`src/rtl/fp_mult_pipe_pkg.sv`:
```
// Shared types and helpers for the floating-point datapath: operand classes,
// flag bit positions, exponent bias and canonical quiet-NaN encoding.
package fp_pkg;

  typedef enum logic [1:0] {
    FP_ZERO,
    FP_NORM,
    FP_INF,
    FP_NAN
  } fp_class_e;

  localparam int FLAGS_W  = 3;
  localparam int FLAG_INV = 2;
  localparam int FLAG_OVF = 1;
  localparam int FLAG_UNF = 0;

  function automatic int fp_bias(input int exp_w);
    return (1 << (exp_w - 1)) - 1;
  endfunction

  // Returned wide; callers size-cast to their own word width.
  function automatic logic [63:0] fp_qnan(input int exp_w, input int man_w);
    logic [63:0] v;
    v = ((64'd1 << exp_w) - 64'd1) << man_w;
    v = v | (64'd1 << (man_w - 1));
    return v;
  endfunction

endpackage

```
`src/rtl/fp_mult_pipe_if.sv`:
```
// Operand/result handshake bundle for fp_mult_pipe. The producer/consumer side
// uses the master modport, the multiplier uses slave.
interface fp_mult_pipe_if #(
  parameter int EXP_W = 5,
  parameter int MAN_W = 10,
  parameter int TAG_W = 4
);
  localparam int W = 1 + EXP_W + MAN_W;

  logic             in_valid;
  logic             in_ready;
  logic [W-1:0]     a;
  logic [W-1:0]     b;
  logic [TAG_W-1:0] in_tag;
  logic             rnd_mode;
  logic             out_valid;
  logic             out_ready;
  logic [W-1:0]     x;
  logic [TAG_W-1:0] out_tag;
  logic [2:0]       flags;

  modport master (
    output in_valid, a, b, in_tag, rnd_mode, out_ready,
    input  in_ready, out_valid, x, out_tag, flags
  );

  modport slave (
    input  in_valid, a, b, in_tag, rnd_mode, out_ready,
    output in_ready, out_valid, x, out_tag, flags
  );

endinterface

```
`src/rtl/fp_round.sv`:
```
// Combinational normalise-and-round of a raw significand product:
// one-bit normalise, guard/sticky extraction, RNE or RTZ, carry-out fix-up.
module fp_round #(
  parameter int MAN_W = 10,
  parameter int EXP_W = 5
) (
  input  logic [2*MAN_W+1:0]      prod,
  input  logic signed [EXP_W+1:0] esum_in,
  input  logic                    rnd_mode,
  output logic [MAN_W-1:0]        man,
  output logic signed [EXP_W+1:0] esum_out
);
  localparam int PW = 2 * MAN_W + 2;
  localparam int EW = EXP_W + 2;
  localparam logic signed [EW-1:0] ONE_S = EW'(1);

  logic [PW-1:0]          norm;
  logic signed [EW-1:0]   esum_n;
  logic [MAN_W-1:0]       man_t;
  logic                   g;
  logic                   s;
  logic                   inc;
  logic                   carry;
  logic [MAN_W-1:0]       man_r;

  // NOTE: every always_comb output gets a default first so no path can infer a latch.
  always_comb begin
    norm   = prod[PW-1] ? prod : {prod[PW-2:0], 1'b0};
    esum_n = prod[PW-1] ? esum_in + ONE_S : esum_in;
    // Leading one now sits at PW-1; the stored mantissa is the MAN_W bits below it.
    man_t  = norm[PW-2 -: MAN_W];
    g      = norm[PW-2-MAN_W];
    s      = |norm[PW-3-MAN_W:0];
    inc    = ~rnd_mode & g & (s | man_t[0]);
    {carry, man_r} = {1'b0, man_t} + {{MAN_W{1'b0}}, inc};
    man      = man_r;
    esum_out = carry ? esum_n + ONE_S : esum_n;
  end

endmodule

```
`src/rtl/fp_mult_pipe.sv`:
```
// Three-stage IEEE-754-style multiplier: classify/multiply, normalise/round, pack.
// All stages advance together whenever the output register is free or being drained.
module fp_mult_pipe
  import fp_pkg::*;
#(
  parameter int EXP_W = 5,
  parameter int MAN_W = 10,
  parameter int TAG_W = 4
) (
  input logic         clk,
  input logic         rst,
  fp_mult_pipe_if.slave bus
);
  localparam int W    = 1 + EXP_W + MAN_W;
  localparam int PW   = 2 * MAN_W + 2;
  localparam int EW   = EXP_W + 2;
  localparam int BIAS = fp_bias(EXP_W);

  localparam logic signed [EW-1:0] BIAS_S   = EW'(BIAS);
  localparam logic signed [EW-1:0] EXP_MAX  = EW'((1 << EXP_W) - 1);
  localparam logic signed [EW-1:0] ZERO_S   = '0;
  localparam logic [EXP_W-1:0]     EXP_ONES = '1;
  localparam logic [EXP_W-1:0]     EXP_FMAX = EXP_ONES - 1'b1;
  localparam logic [W-1:0]         QNAN     = W'(fp_qnan(EXP_W, MAN_W));

  function automatic fp_class_e classify(input logic [EXP_W-1:0] e, input logic [MAN_W-1:0] m);
    fp_class_e c;
    if (e == '0)            c = FP_ZERO;  // subnormals flush to zero
    else if (e != EXP_ONES) c = FP_NORM;
    else if (m == '0)       c = FP_INF;
    else                    c = FP_NAN;
    return c;
  endfunction

  logic en;

  // Stage 1 registers
  logic                 s1_valid;
  logic                 s1_sign;
  fp_class_e            s1_cls_a, s1_cls_b;
  logic signed [EW-1:0] s1_esum;
  logic [PW-1:0]        s1_prod;
  logic [TAG_W-1:0]     s1_tag;
  logic                 s1_rnd;

  // Stage 2 registers
  logic                 s2_valid;
  logic                 s2_sign;
  fp_class_e            s2_cls_a, s2_cls_b;
  logic signed [EW-1:0] s2_esum;
  logic [MAN_W-1:0]     s2_man;
  logic [TAG_W-1:0]     s2_tag;
  logic                 s2_rnd;

  // Output registers
  logic                 out_valid_q;
  logic [W-1:0]         x_q;
  logic [TAG_W-1:0]     out_tag_q;
  logic [FLAGS_W-1:0]   flags_q;

  logic [EXP_W-1:0]     ea, eb;
  logic [MAN_W-1:0]     ma, mb;
  logic signed [EW-1:0] esum_c;
  logic [MAN_W-1:0]     r_man;
  logic signed [EW-1:0] r_esum;
  logic [W-1:0]         px;
  logic [FLAGS_W-1:0]   pf;
  logic                 any_nan, any_inf, any_zero;

  assign en            = ~out_valid_q | bus.out_ready;
  assign bus.in_ready  = en;
  assign bus.out_valid = out_valid_q;
  assign bus.x         = x_q;
  assign bus.out_tag   = out_tag_q;
  assign bus.flags     = flags_q;

  assign ea     = bus.a[W-2 -: EXP_W];
  assign eb     = bus.b[W-2 -: EXP_W];
  assign ma     = bus.a[MAN_W-1:0];
  assign mb     = bus.b[MAN_W-1:0];
  assign esum_c = $signed({2'b00, ea}) + $signed({2'b00, eb}) - BIAS_S;

  always_ff @(posedge clk) begin
    if (rst) begin
      s1_valid <= 1'b0;
      s2_valid <= 1'b0;
    end else if (en) begin
      s1_valid <= bus.in_valid;
      s2_valid <= s1_valid;
    end
  end

  // NOTE: datapath registers carry no reset; the stage valids alone qualify them.
  always_ff @(posedge clk) begin
    if (en) begin
      s1_sign  <= bus.a[W-1] ^ bus.b[W-1];
      s1_cls_a <= classify(ea, ma);
      s1_cls_b <= classify(eb, mb);
      s1_esum  <= esum_c;
      s1_prod  <= PW'({1'b1, ma}) * PW'({1'b1, mb});
      s1_tag   <= bus.in_tag;
      s1_rnd   <= bus.rnd_mode;
    end
  end

  fp_round #(
    .MAN_W (MAN_W),
    .EXP_W (EXP_W)
  ) u_round (
    .prod     (s1_prod),
    .esum_in  (s1_esum),
    .rnd_mode (s1_rnd),
    .man      (r_man),
    .esum_out (r_esum)
  );

  always_ff @(posedge clk) begin
    if (en) begin
      s2_sign  <= s1_sign;
      s2_cls_a <= s1_cls_a;
      s2_cls_b <= s1_cls_b;
      s2_esum  <= r_esum;
      s2_man   <= r_man;
      s2_tag   <= s1_tag;
      s2_rnd   <= s1_rnd;
    end
  end

  always_comb begin
    px       = '0;
    pf       = '0;
    any_nan  = (s2_cls_a == FP_NAN) || (s2_cls_b == FP_NAN);
    any_inf  = (s2_cls_a == FP_INF) || (s2_cls_b == FP_INF);
    any_zero = (s2_cls_a == FP_ZERO) || (s2_cls_b == FP_ZERO);
    if (any_nan || (any_inf && any_zero)) begin
      px           = QNAN;
      pf[FLAG_INV] = 1'b1;
    end else if (any_inf) begin
      px = {s2_sign, EXP_ONES, {MAN_W{1'b0}}};
    end else if (any_zero) begin
      px = {s2_sign, {(W-1){1'b0}}};
    end else if (s2_esum >= EXP_MAX) begin
      // RTZ saturates to the largest finite value instead of infinity.
      pf[FLAG_OVF] = 1'b1;
      px = s2_rnd ? {s2_sign, EXP_FMAX, {MAN_W{1'b1}}}
                  : {s2_sign, EXP_ONES, {MAN_W{1'b0}}};
    end else if (s2_esum <= ZERO_S) begin
      pf[FLAG_UNF] = 1'b1;
      px = {s2_sign, {(W-1){1'b0}}};
    end else begin
      px = {s2_sign, s2_esum[EXP_W-1:0], s2_man};
    end
  end

  always_ff @(posedge clk) begin
    if (rst) begin
      out_valid_q <= 1'b0;
      x_q         <= '0;
      out_tag_q   <= '0;
      flags_q     <= '0;
    end else if (en) begin
      out_valid_q <= s2_valid;
      if (s2_valid) begin
        x_q       <= px;
        out_tag_q <= s2_tag;
        flags_q   <= pf;
      end
    end
  end

endmodule

```
`src/flat_wrapper.sv`:
```
// flat-port wrapper written by rule: the top's interface ports become plain ports
module fp_mult_pipe_flat import fp_pkg::*;
#(
  parameter int EXP_W = 5,
  parameter int MAN_W = 10,
  parameter int TAG_W = 4
)
  (clk, rst, bus_in_valid, bus_a, bus_b, bus_in_tag, bus_rnd_mode, bus_out_ready, bus_in_ready, bus_out_valid, bus_x, bus_out_tag, bus_flags);
  fp_mult_pipe_if #(.EXP_W(EXP_W), .MAN_W(MAN_W), .TAG_W(TAG_W)) bus_i ();
  input logic clk;
  input logic rst;
  input wire logic [$bits(bus_i.in_valid)-1:0] bus_in_valid;
  input wire logic [$bits(bus_i.a)-1:0] bus_a;
  input wire logic [$bits(bus_i.b)-1:0] bus_b;
  input wire logic [$bits(bus_i.in_tag)-1:0] bus_in_tag;
  input wire logic [$bits(bus_i.rnd_mode)-1:0] bus_rnd_mode;
  input wire logic [$bits(bus_i.out_ready)-1:0] bus_out_ready;
  output wire logic [$bits(bus_i.in_ready)-1:0] bus_in_ready;
  output wire logic [$bits(bus_i.out_valid)-1:0] bus_out_valid;
  output wire logic [$bits(bus_i.x)-1:0] bus_x;
  output wire logic [$bits(bus_i.out_tag)-1:0] bus_out_tag;
  output wire logic [$bits(bus_i.flags)-1:0] bus_flags;
  assign bus_i.in_valid = bus_in_valid;
  assign bus_i.a = bus_a;
  assign bus_i.b = bus_b;
  assign bus_i.in_tag = bus_in_tag;
  assign bus_i.rnd_mode = bus_rnd_mode;
  assign bus_i.out_ready = bus_out_ready;
  assign bus_in_ready = bus_i.in_ready;
  assign bus_out_valid = bus_i.out_valid;
  assign bus_x = bus_i.x;
  assign bus_out_tag = bus_i.out_tag;
  assign bus_flags = bus_i.flags;
  fp_mult_pipe #(.EXP_W(EXP_W), .MAN_W(MAN_W), .TAG_W(TAG_W)) u_core (.clk(clk), .rst(rst), .bus(bus_i));
endmodule
```
`config.mk`:
```
export PLATFORM = sky130hd
export DESIGN_NAME = fp_mult_pipe_flat
export DESIGN_NICKNAME = d
export VERILOG_FILES = /design/src/rtl/fp_mult_pipe_pkg.sv /design/src/rtl/fp_mult_pipe_if.sv /design/src/rtl/fp_round.sv /design/src/rtl/fp_mult_pipe.sv /design/src/flat_wrapper.sv
export SDC_FILE = /design/constraint.sdc
export NUM_CORES = 1
export LEC_CHECK = 0
export ABC_AREA = 0
export BUFFER_PORTS_ARGS = -buffer_cell sky130_fd_sc_hd__buf_2
export CORE_ASPECT_RATIO = 0.7
export CORE_MARGIN = 3
export CORE_UTILIZATION = 35
export DETAILED_ROUTE_END_ITERATION = 10
export GPL_TIMING_DRIVEN = 1
export PLACE_DENSITY = 0.5
export SLEW_MARGIN = 0
export SYNTH_ARGS = -nofsm -noshare
export SYNTH_HDL_FRONTEND = slang
export SYNTH_SLANG_ARGS = --single-unit
```
`constraint.sdc`:
```
create_clock -name clk -period 13.2 [get_ports clk]
set_input_delay 1.98 -clock clk [delete_from_list [all_inputs] [get_ports clk]]
set_output_delay 1.98 -clock clk [all_outputs]
set_load 0.01 [all_outputs]
```
-- Word level (Yosys, flattened, before mapping)
Cells that the tools add are included.
- register bits: 92
- $add $sub $neg: 5
- $mul: 1
- $lt $le $gt $ge: 2
- equal/unequal tests: 6
- mux-type cells: 20
- bitwise operators: 7
- reductions and logical operators: 15
- operators with widths (operator ; count):
    $mux W15 ; 4
    $mul A11 B11 Y22 ; 1
    $mux W21 ; 1
    $logic_not A10 Y1 ; 2
    $mux W16 ; 1
    $add A7 B2 Y7 const B ; 2
    $mux W7 ; 2
    $add A10 B1 Y11 ; 1
    $mux W11 ; 1
    $logic_not A5 Y1 ; 2
    $ne A5 B5 Y1 const B ; 2
    $reduce_or A10 Y1 ; 1
    $eq A2 B2 Y1 const B ; 4
    $mux W1 ; 8
    $ge A7 B6 Y1 const B ; 1
    $le A7 B1 Y1 const B ; 1
    $sub A7 B5 Y7 const B ; 1
    $add A5 B5 Y6 ; 1
    $mux W2 ; 3
    $logic_not A2 Y1 ; 2
    $logic_or A1 B1 Y1 ; 4
    $reduce_or A2 Y1 ; 2
    $and A1 B1 Y1 ; 2
    $not A1 Y1 ; 2
    4 further kinds ; 5

-- Depth between registers and ports, before layout
Gate-level depths: netlist of the first run.
- word-level depth: 6
- depth in mapped cells: 18

-- Modules after synthesis
A second synthesis of the first run with hierarchy kept.
- cell total of the unflattened synthesis: 849
- area total of the unflattened synthesis: 8171.6 µm²
- by module, submodules not included (module ; instances ; cells an instance ; area each (µm²)):
    fp_mult_pipe ; 1 ; 723 ; 7320.8
    fp_round ; 1 ; 126 ; 850.8

-- Least setup slack after synthesis of the first run
No wires, ideal clock.
- path kind: input to register
- start point: in bus_a[1]
- end point: reg u_core.s1_prod[20] (data pin)
- setup time: 0.265 ns
- data arrival time: 6.429 ns
- path slack: 6.507 ns
- cell stages on the path: 16
- buffers on the path: 1
- cells stage by stage: clkbuf_1 inv_1 fa_1 inv_1 fa_1 fa_1 fa_1 inv_1 fa_1 inv_1 ha_1 a21oi_1 o21ai_0 a2111oi_2 o211ai_1 xor2_1
- longest elaborated chain between the ends: 1
- ends and longest elaborated chain (item ; RTL line ; RTL):
    start: declaration ; flat_wrapper.sv:13 ; input wire logic [$bits(bus_i.a)-1:0] bus_a;
    $mul A11 B11 Y22 ; fp_mult_pipe.sv:100 ; s1_prod <= PW'({1'b1, ma}) * PW'({1'b1, mb});
    end signal: assignment ; fp_mult_pipe.sv:100 ;
    end: declaration ; fp_mult_pipe.sv:42 ; logic [PW-1:0] s1_prod;
Every way passes these cells.
A chain may end at the register's enable or synchronous reset.

-- Final worst setup path of the first run
- start point: in bus_b[7]
- end point: reg u_core.s1_prod[19] (data pin)
- longest elaborated chain between the ends: 1
- ends and longest elaborated chain (item ; RTL line ; RTL):
    start: declaration ; flat_wrapper.sv:14 ; input wire logic [$bits(bus_i.b)-1:0] bus_b;
    $mul A11 B11 Y22 ; fp_mult_pipe.sv:100 ;
Every way passes these cells.

==> impl_metrics.env, run 1 <==
export IMPL_status="complete, no violations"
export IMPL_syn_avg_cell_area_um2=9.89
export IMPL_fin_skew_ns=0.00667
export IMPL_clk_latency_ns=0.34
export IMPL_synth_edff_count=66
export IMPL_grt_pass1_vias=5446
export IMPL_peakVddDrop_mv=0.107
export IMPL_ant_nets=0
export IMPL_fin_crit_ns=6.71
export IMPL_grt_max_degree=71
export IMPL_slew_headroom_pct=39.3
export IMPL_n_antenna_cell=0
export IMPL_critical_path_class="in -> reg"
export IMPL_setup_tns_final_ns=0
export IMPL_fillCellCount=2388
export IMPL_vias=5763
export IMPL_yosysTopAreaCellShare_pct=24.1
export IMPL_grt_antenna_before_repair=0
export IMPL_min_period_over_period_pct=50.8
export IMPL_ios=66
export IMPL_min_to="u_core.s2_tag[3]"
export IMPL_combPwrFrac_pct=58.6
export IMPL_cts_hold_buffers=0
export IMPL_drt_first_iter_violations=357
export IMPL_end_kind="flop"
export IMPL_place_congestion=0.839
export IMPL_io_buffers=65
export IMPL_r2r_end="u_core.s2_esum[6]"
export IMPL_p_leak_uw=0.00410
export IMPL_post_route_drc_count=0
export IMPL_numCtsBuffers=9
export IMPL_grt_pass1_wl_mm=29.5
export IMPL_path_delay_family="adder cells"
export IMPL_worstPathMaxFanout=10
export IMPL_syn_nets=1023
export IMPL_drv_cap=0
export IMPL_crit_required_ns=13.34
export IMPL_crit_buf_inv=6
export IMPL_grt_use_total_pct=14.4
export IMPL_cpPeakStageDelay_ns=0.54
export IMPL_clkPwrFrac_pct=13.9
export IMPL_cts_setup_buffers=0
export IMPL_clock_path_buffers=2
export IMPL_r2r_start="u_core.s1_prod[21]"
export IMPL_clock_fmax_mhz=149
export IMPL_syn_area_mm2=0.00824
export IMPL_cts_resized=0
export IMPL_vias_per_cell=4.83
export IMPL_syn_inst=833
export IMPL_initial_utilization_pct=36.0
export IMPL_worst_pin_slew_ns=0.910
export IMPL_power_density_mw_per_mm2=202
export IMPL_ys_types=63
export IMPL_seq_area_mm2=0.00250
export IMPL_drt_wl_total_mm=17.9
export IMPL_die_height_um=134
export IMPL_hold_start="u_core.s1_tag[3]"
export IMPL_num_rows=46
export IMPL_hold_slack_ns=0.423
export IMPL_layout_drive_gt1_share_pct=11.0
export IMPL_ys_top_cells_by_area="edfxtp_1, fa_1, ha_1, dfxtp_1, inv_1"
export IMPL_avgRoutedWirePerCell_um=15.0
export IMPL_cp_start_kind="input port"
export IMPL_ys_warn_count=0
export IMPL_crit_arrival_ns=6.85
export IMPL_hold_depth=0
export IMPL_nets=1065
export IMPL_hold_path_class="reg -> reg"
export IMPL_async_flop_share_pct=0
export IMPL_grt_setup_unrepaired="false"
export IMPL_switching_power_uw=807
export IMPL_dieArea_mm2=0.0254
export IMPL_finalSetupViolations=0
export IMPL_clkTransAtPathRegs_ns=0.07
export IMPL_grt_overflow=0
export IMPL_ys_seq_area_share_pct=30.4
export IMPL_multi_input_area_mm2=0.00511
export IMPL_hpwl_mm=14.3
export IMPL_synth_most_common_cell="inv_1"
export IMPL_first_pass_iters=5
export IMPL_synth_ff_type="edfxtp_1"
export IMPL_clock_sinks=92
export IMPL_core_area_mm2=0.0229
export IMPL_p_seq_share_pct=27.4
export IMPL_syn_to_final_growth_pct=10.7
export IMPL_r2r_cells=9
export IMPL_synth_commonest_cells="inv_1, nand2_1, fa_1, ha_1, edfxtp_1"
export IMPL_finalHoldViolations=0
export IMPL_netlist_top_cell_by_area="edfxtp_1"
export IMPL_r2r_setup_slack_ns=10.43
export IMPL_final_max_slew_viol_count=0
export IMPL_synth_seq_cells=92
export IMPL_cts_tree="yes"
export IMPL_crit_path_cell_trace="buf_2, inv_1, nor2_1, fa_1, inv_1, fa_1, inv_1, fa_1, fa_1, inv_1, fa_1, inv_1, ha_1, a21o_1, a211oi_1, a32oi_1, o21a_1, o311ai_1"
export IMPL_htreeDepth=3
export IMPL_power_switching_share_pct=43.9
export IMPL_die_width_um=189
export IMPL_slowest_stage="fa_1"
export IMPL_cts_root_buf="clkbuf_16"
export IMPL_p_int_uw=1030
cells in the final DEF (no fill, tap or decap), drive strengths merged, types with 3 or more instances in the layout:
cell type	count
inv	129
nand2	93
fa	81
ha	68
buf	67
edfxtp	66
nor2	46
and2	46
a21oi	27
dfxtp	26
xor2	25
xnor2	18
a211oi	15
o21ai	15
nand3	12
a22oi	11
nor3	10
a31oi	10
nand4	9
o2bb2ai	9
clkbuf	9
mux2i	8
nor4	8
o21a	7
nand2b	7
a21o	6
o211ai	6
and3	5
or4	5
a21boi	4
nor2b	4
mux2	3
how the worst max path moves through the flow:
stage,end,cells past startpoint,slack (ns),from
3_3_place_gp,u_core.s1_prod[19],17,6.16,bus_b[9]
2_1_floorplan,u_core.s1_prod[20],16,6.51,bus_a[1]
5_1_grt,u_core.s1_prod[20],16,6.14,bus_a[2]
6_report,u_core.s1_prod[19],18,6.49,bus_b[7]
4_1_cts,u_core.s1_prod[20],16,6.48,bus_a[1]
3_5_place_dp,u_core.s1_prod[20],16,6.13,bus_a[1]
worst reg2reg max path: stages (launching register included):
cell,delay (ns)
edfxtp_1,0.32
buf_4,0.34
mux2i_1,0.18
nor2_1,0.22
ha_1,0.29
nand3_2,0.16
a2111oi_4,0.50
nand3_2,0.17
a211oi_2,0.25
xor2_1,0.09
logic make-up (layout without fill, tap and decap cells):
| logic type | Yosys count | count (layout) | synth area share (%) |
|---|---|---|---|
| AOI/OAI and AO/OA | 125 | 125 | 10.7 |
| DFF | 92 | 92 | 30.4 |
| adders and majority gates | 149 | 149 | 30.0 |
| muxes | 11 | 11 | 1.43 |
| xor gates and xnor gates | 43 | 43 | 4.57 |
| and+or+nand+nor | 252 | 252 | 15.3 |
| buffers and inverters | 161 | 208 | 7.52 |
through the flow:
stage	util (%)	cells	power, uW	setup slack (ns)	instance area, um2
floorplan	-	833	1350	6.51	8240
global placement	38.5	1176	1600	6.16	8820
detailed placement	38.5	1176	1590	6.13	8820
CTS	39.8	1192	1860	6.48	9120
global route	39.8	1192	2030	6.14	9120
finish	39.8	1192	1840	6.49	9120
state kept, by name, summed over array words and instances, names as in the netlist, 2 cells and up:
register	cells
u_core.s2_man	10
u_core.bus.x	16
u_core.s1_prod	22
u_core.s2_cls_a	2
u_core.s1_esum	7
u_core.bus.out_tag	4
u_core.s1_cls_b	2
u_core.bus.flags	3
u_core.s2_esum	7
u_core.s1_tag	4
u_core.s1_cls_a	2
u_core.s2_cls_b	2
u_core.s2_tag	4
power groups by stage:
stage	Clock, uW	Sequential, uW	Combinational (uW)
floorplan	0	486	868
global placement	0	510	1090
detailed placement	0	510	1080
CTS	265	504	1090
global route	277	515	1240
finish	256	504	1080
routing by layer:
metal	track usage (%)	share of wire (%)
met3	2.85	4.8
met5	0	0
met1	24.2	57
met4	2.34	0.74
met2	18.6	38
layout make-up:
class / instances / share of cell area, %
Clock buffer: 9 / 2.47
Clock inverter: 7 / 0.823
Inverter: 125 / 5.15
Multi-Input combinational cell: 580 / 56.1
Sequential cell: 92 / 27.4
Tap cell: 312 / 4.28
Timing Repair Buffer: 67 / 3.73
Power figures use the tool's default switching activity.
==> run 2: changes to the inputs <==
--- a/config.mk
+++ b/config.mk
@@ -5,14 +5,14 @@
 export SDC_FILE = /design/constraint.sdc
 export NUM_CORES = 1
 export LEC_CHECK = 0
-export ABC_AREA = 0
+export ABC_AREA = 1
 export BUFFER_PORTS_ARGS = -buffer_cell sky130_fd_sc_hd__buf_2
 export CORE_ASPECT_RATIO = 0.7
 export CORE_MARGIN = 3
 export CORE_UTILIZATION = 35
 export DETAILED_ROUTE_END_ITERATION = 10
 export GPL_TIMING_DRIVEN = 1
-export PLACE_DENSITY = 0.5
+export PLACE_DENSITY = 0.52
 export SLEW_MARGIN = 0
 export SYNTH_ARGS = -nofsm -noshare
 export SYNTH_HDL_FRONTEND = slang
==> constraint.sdc (replaced) <==
create_clock -name clk -period 6.14 [get_ports clk]
set_input_delay 0.921 -clock clk [delete_from_list [all_inputs] [get_ports clk]]
set_output_delay 0.921 -clock clk [all_outputs]
set_load 0.01 [all_outputs]
==> run 2 against run 1 <==
  * Register-to-register slack worse by 6.9 ns
  * Critical path depth unchanged
  * Via count up 11%
  * Power up 120%
  * Sequential power up 110%
  * Combinational power up 120%
  * Hold slack worse by 0.0027 ns
  * Clock-buffer cell count up 1
  * Largest power group unchanged
  * Highest routed layer unchanged
==> impl_metrics.env, run 2 <==
export IMPL_syn_avg_cell_area_um2=8.38
export IMPL_grt_pass1_vias=6351
export IMPL_crit_arrival_ns=5.39
export IMPL_netlist_top_cell_by_area="edfxtp_1"
export IMPL_r2r_start="u_core.s1_prod[21]"
export IMPL_seq_area_mm2=0.00250
export IMPL_finalSetupViolations=0
export IMPL_vias=6389
export IMPL_min_to="u_core.s2_cls_b[1]"
export IMPL_clock_path_buffers=2
export IMPL_place_congestion=0.851
export IMPL_ys_warn_count=0
export IMPL_crit_required_ns=6.22
export IMPL_ant_nets=0
export IMPL_grt_antenna_before_repair=0
export IMPL_syn_nets=1206
export IMPL_synth_top_family_by_area="adder cells"
export IMPL_hold_path_class="reg -> reg"
export IMPL_r2r_cells=10
export IMPL_drv_cap=0
export IMPL_largest_register_ffs=22
export IMPL_fin_skew_ns=0.00572
export IMPL_slew_headroom_pct=29.1
export IMPL_synth_seq_cells=92
export IMPL_syn_to_final_growth_pct=10.3
export IMPL_multi_input_area_mm2=0.00497
export IMPL_finalHoldViolations=0
export IMPL_synthAdderAreaFrac_pct=29.0
export IMPL_syn_inst=1016
export IMPL_end_kind="flop"
export IMPL_grt_use_total_pct=14.9
export IMPL_layout_setup_ws_ns=0.834
export IMPL_synthSimpleGateAreaFrac_pct=18.9
export IMPL_hold_start="u_core.s1_cls_b[1]"
export IMPL_total_power_uw=4020
export IMPL_synth_commonest_cells="inv_1, nand2_1, fa_1, ha_1, edfxtp_1"
export IMPL_pre_cts_ws_ns=0.502
export IMPL_setup_tns_final_ns=0
export IMPL_muxShareOfSynthArea_pct=0
export IMPL_layout_drive_gt1_share_pct=10.4
export IMPL_min_period_over_period_pct=86.4
export IMPL_avgRoutedWirePerCell_um=13.3
export IMPL_dieArea_mm2=0.0263
export IMPL_synth_xor_area_share_pct=3.89
export IMPL_ys_types=45
export IMPL_hpwl_mm=14.8
export IMPL_syn_area_mm2=0.00852
export IMPL_top_register="u_core.s1_prod"
export IMPL_critical_path_class="in -> reg"
export IMPL_io_buffers=65
export IMPL_vias_per_cell=4.61
export IMPL_drt_wl_total_mm=18.4
export IMPL_die_width_um=192
export IMPL_yosysTopAreaCellShare_pct=23.3
export IMPL_synth_ff_type="edfxtp_1"
export IMPL_r2r_setup_slack_ns=3.52
export IMPL_clkTransAtPathRegs_ns=0.07
export IMPL_n_antenna_cell=0
export IMPL_core_area_mm2=0.0238
export IMPL_post_route_drc_count=0
export IMPL_ys_seq_area_share_pct=29.4
export IMPL_cp_start_kind="input port"
export IMPL_status="complete, no violations"
export IMPL_grt_pass1_wl_mm=31.3
export IMPL_num_rows=47
export IMPL_hold_depth=0
export IMPL_numCtsBuffers=9
export IMPL_async_flop_share_pct=0
export IMPL_initial_utilization_pct=35.9
export IMPL_cpPeakStageDelay_ns=0.54
export IMPL_path_delay_family="adder cells"
export IMPL_ys_top_cells_by_area="edfxtp_1, fa_1, inv_1, nand2_1, ha_1"
export IMPL_grt_max_degree=69
export IMPL_drt_first_iter_violations=372
export IMPL_htreeDepth=3
export IMPL_final_cell_mix="inv_1, nand2_1, fa_1, ha_1, edfxtp_1"
export IMPL_final_max_slew_viol_count=0
export IMPL_clk_latency_ns=0.34
export IMPL_cts_root_buf="clkbuf_16"
export IMPL_r2r_end="u_core.s2_man[8]"
export IMPL_synth_most_common_cell="inv_1"
export IMPL_p_leak_uw=0.00491
export IMPL_worstPathMaxFanout=12
export IMPL_power_density_mw_per_mm2=428
export IMPL_cts_setup_buffers=0
export IMPL_crit_path_cell_trace="buf_2, nand2_1, fa_1, inv_1, fa_1, fa_1, fa_1, inv_1, fa_1, inv_1, ha_1, nand2_1, inv_1, a21boi_0, nand2_1, nand2_1, nand3_1, xor2_1"
export IMPL_crit_buf_inv=5
export IMPL_first_pass_iters=5
export IMPL_clock_fmax_mhz=188
export IMPL_nets=1252
export IMPL_synth_edff_count=66
export IMPL_clock_sinks=92
export IMPL_die_height_um=137
export IMPL_slowest_stage="fa_1"
export IMPL_fillCellCount=2477
export IMPL_cts_tree="yes"
export IMPL_grt_overflow=0
export IMPL_cts_resized=0
export IMPL_peakVddDrop_mv=0.250
export IMPL_ios=66
export IMPL_synth_compound_area_share_pct=6.60
export IMPL_cts_hold_buffers=0
export IMPL_crit_top_cell="fa_1"
export IMPL_worst_pin_slew_ns=1.06
export IMPL_fin_crit_ns=5.31
export IMPL_grt_setup_unrepaired="false"
[run 2: report_power, final]
part	switching, uW	leakage [uW]	internal, uW
Clock	236	0.000145	301
Sequential	109	0.000905	955
Combinational	1520	0.00386	907
[run 2: final cells by class]
cell class,count,area share (%)
Sequential cell,92,26.6
Tap cell,318,4.23
Clock inverter,6,0.466
Inverter,236,9.48
Timing Repair Buffer,67,3.62
Clock buffer,10,2.66
Multi-Input combinational cell,656,52.9
[run 2: per-stage QoR]
| stage | std cells | area [um2] | hold WS, ns | utilization [%] |
|---|---|---|---|---|
| finish | 1385 | 9400 | 0.420 | 39.6 |
| global route | 1385 | 9400 | 0.423 | 39.6 |
| CTS | 1385 | 9400 | 0.421 | 39.6 |
| detailed placement | 1369 | 9100 | 0.405 | 38.3 |
| global placement | 1369 | 9100 | 0.403 | 38.3 |
| floorplan | 1016 | 8520 | 0.400 | - |
[run 2: worst reg2reg max path, delay by kind of cell (launching register included)]
kind | cells | cell delay (ns)
xor gates and xnor gates | 1 | 0.11
adders and majority gates | 1 | 0.25
buffers and inverters | 1 | 0.09
DFF | 1 | 1.06
and+or+nand+nor | 7 | 0.86
[run 2: how the worst max path moves through the flow]
| stage | start | to | cells after the start | slack [ns] |
|---|---|---|---|---|
| final | bus_a[2] | u_core.s1_prod[21] | 18 | 0.83 |
| after detailed placement | bus_a[4] | u_core.s1_prod[17] | 18 | 0.50 |
| after global routing | bus_a[7] | u_core.s1_prod[21] | 18 | 0.52 |
| after floorplan | bus_b[9] | u_core.s1_prod[21] | 19 | 0.79 |
| after global placement | bus_a[4] | u_core.s1_prod[16] | 16 | 0.55 |
| after CTS | bus_b[7] | u_core.s1_prod[21] | 18 | 0.88 |
[run 2: cell families (layout without fill, tap and decap cells)]
logic type	Yosys count	count (layout)
simple gates	372	372
flops	92	92
fa+ha+maj	149	149
buf+inv	268	319
xor+xnor	37	37
compound gates	98	98
[run 2: routing by layer]
metal  wire, um  track usage, %
met1       9710            23.0
met5          0               0
met4        155            2.55
met3        775            2.38
met2       7770            22.4
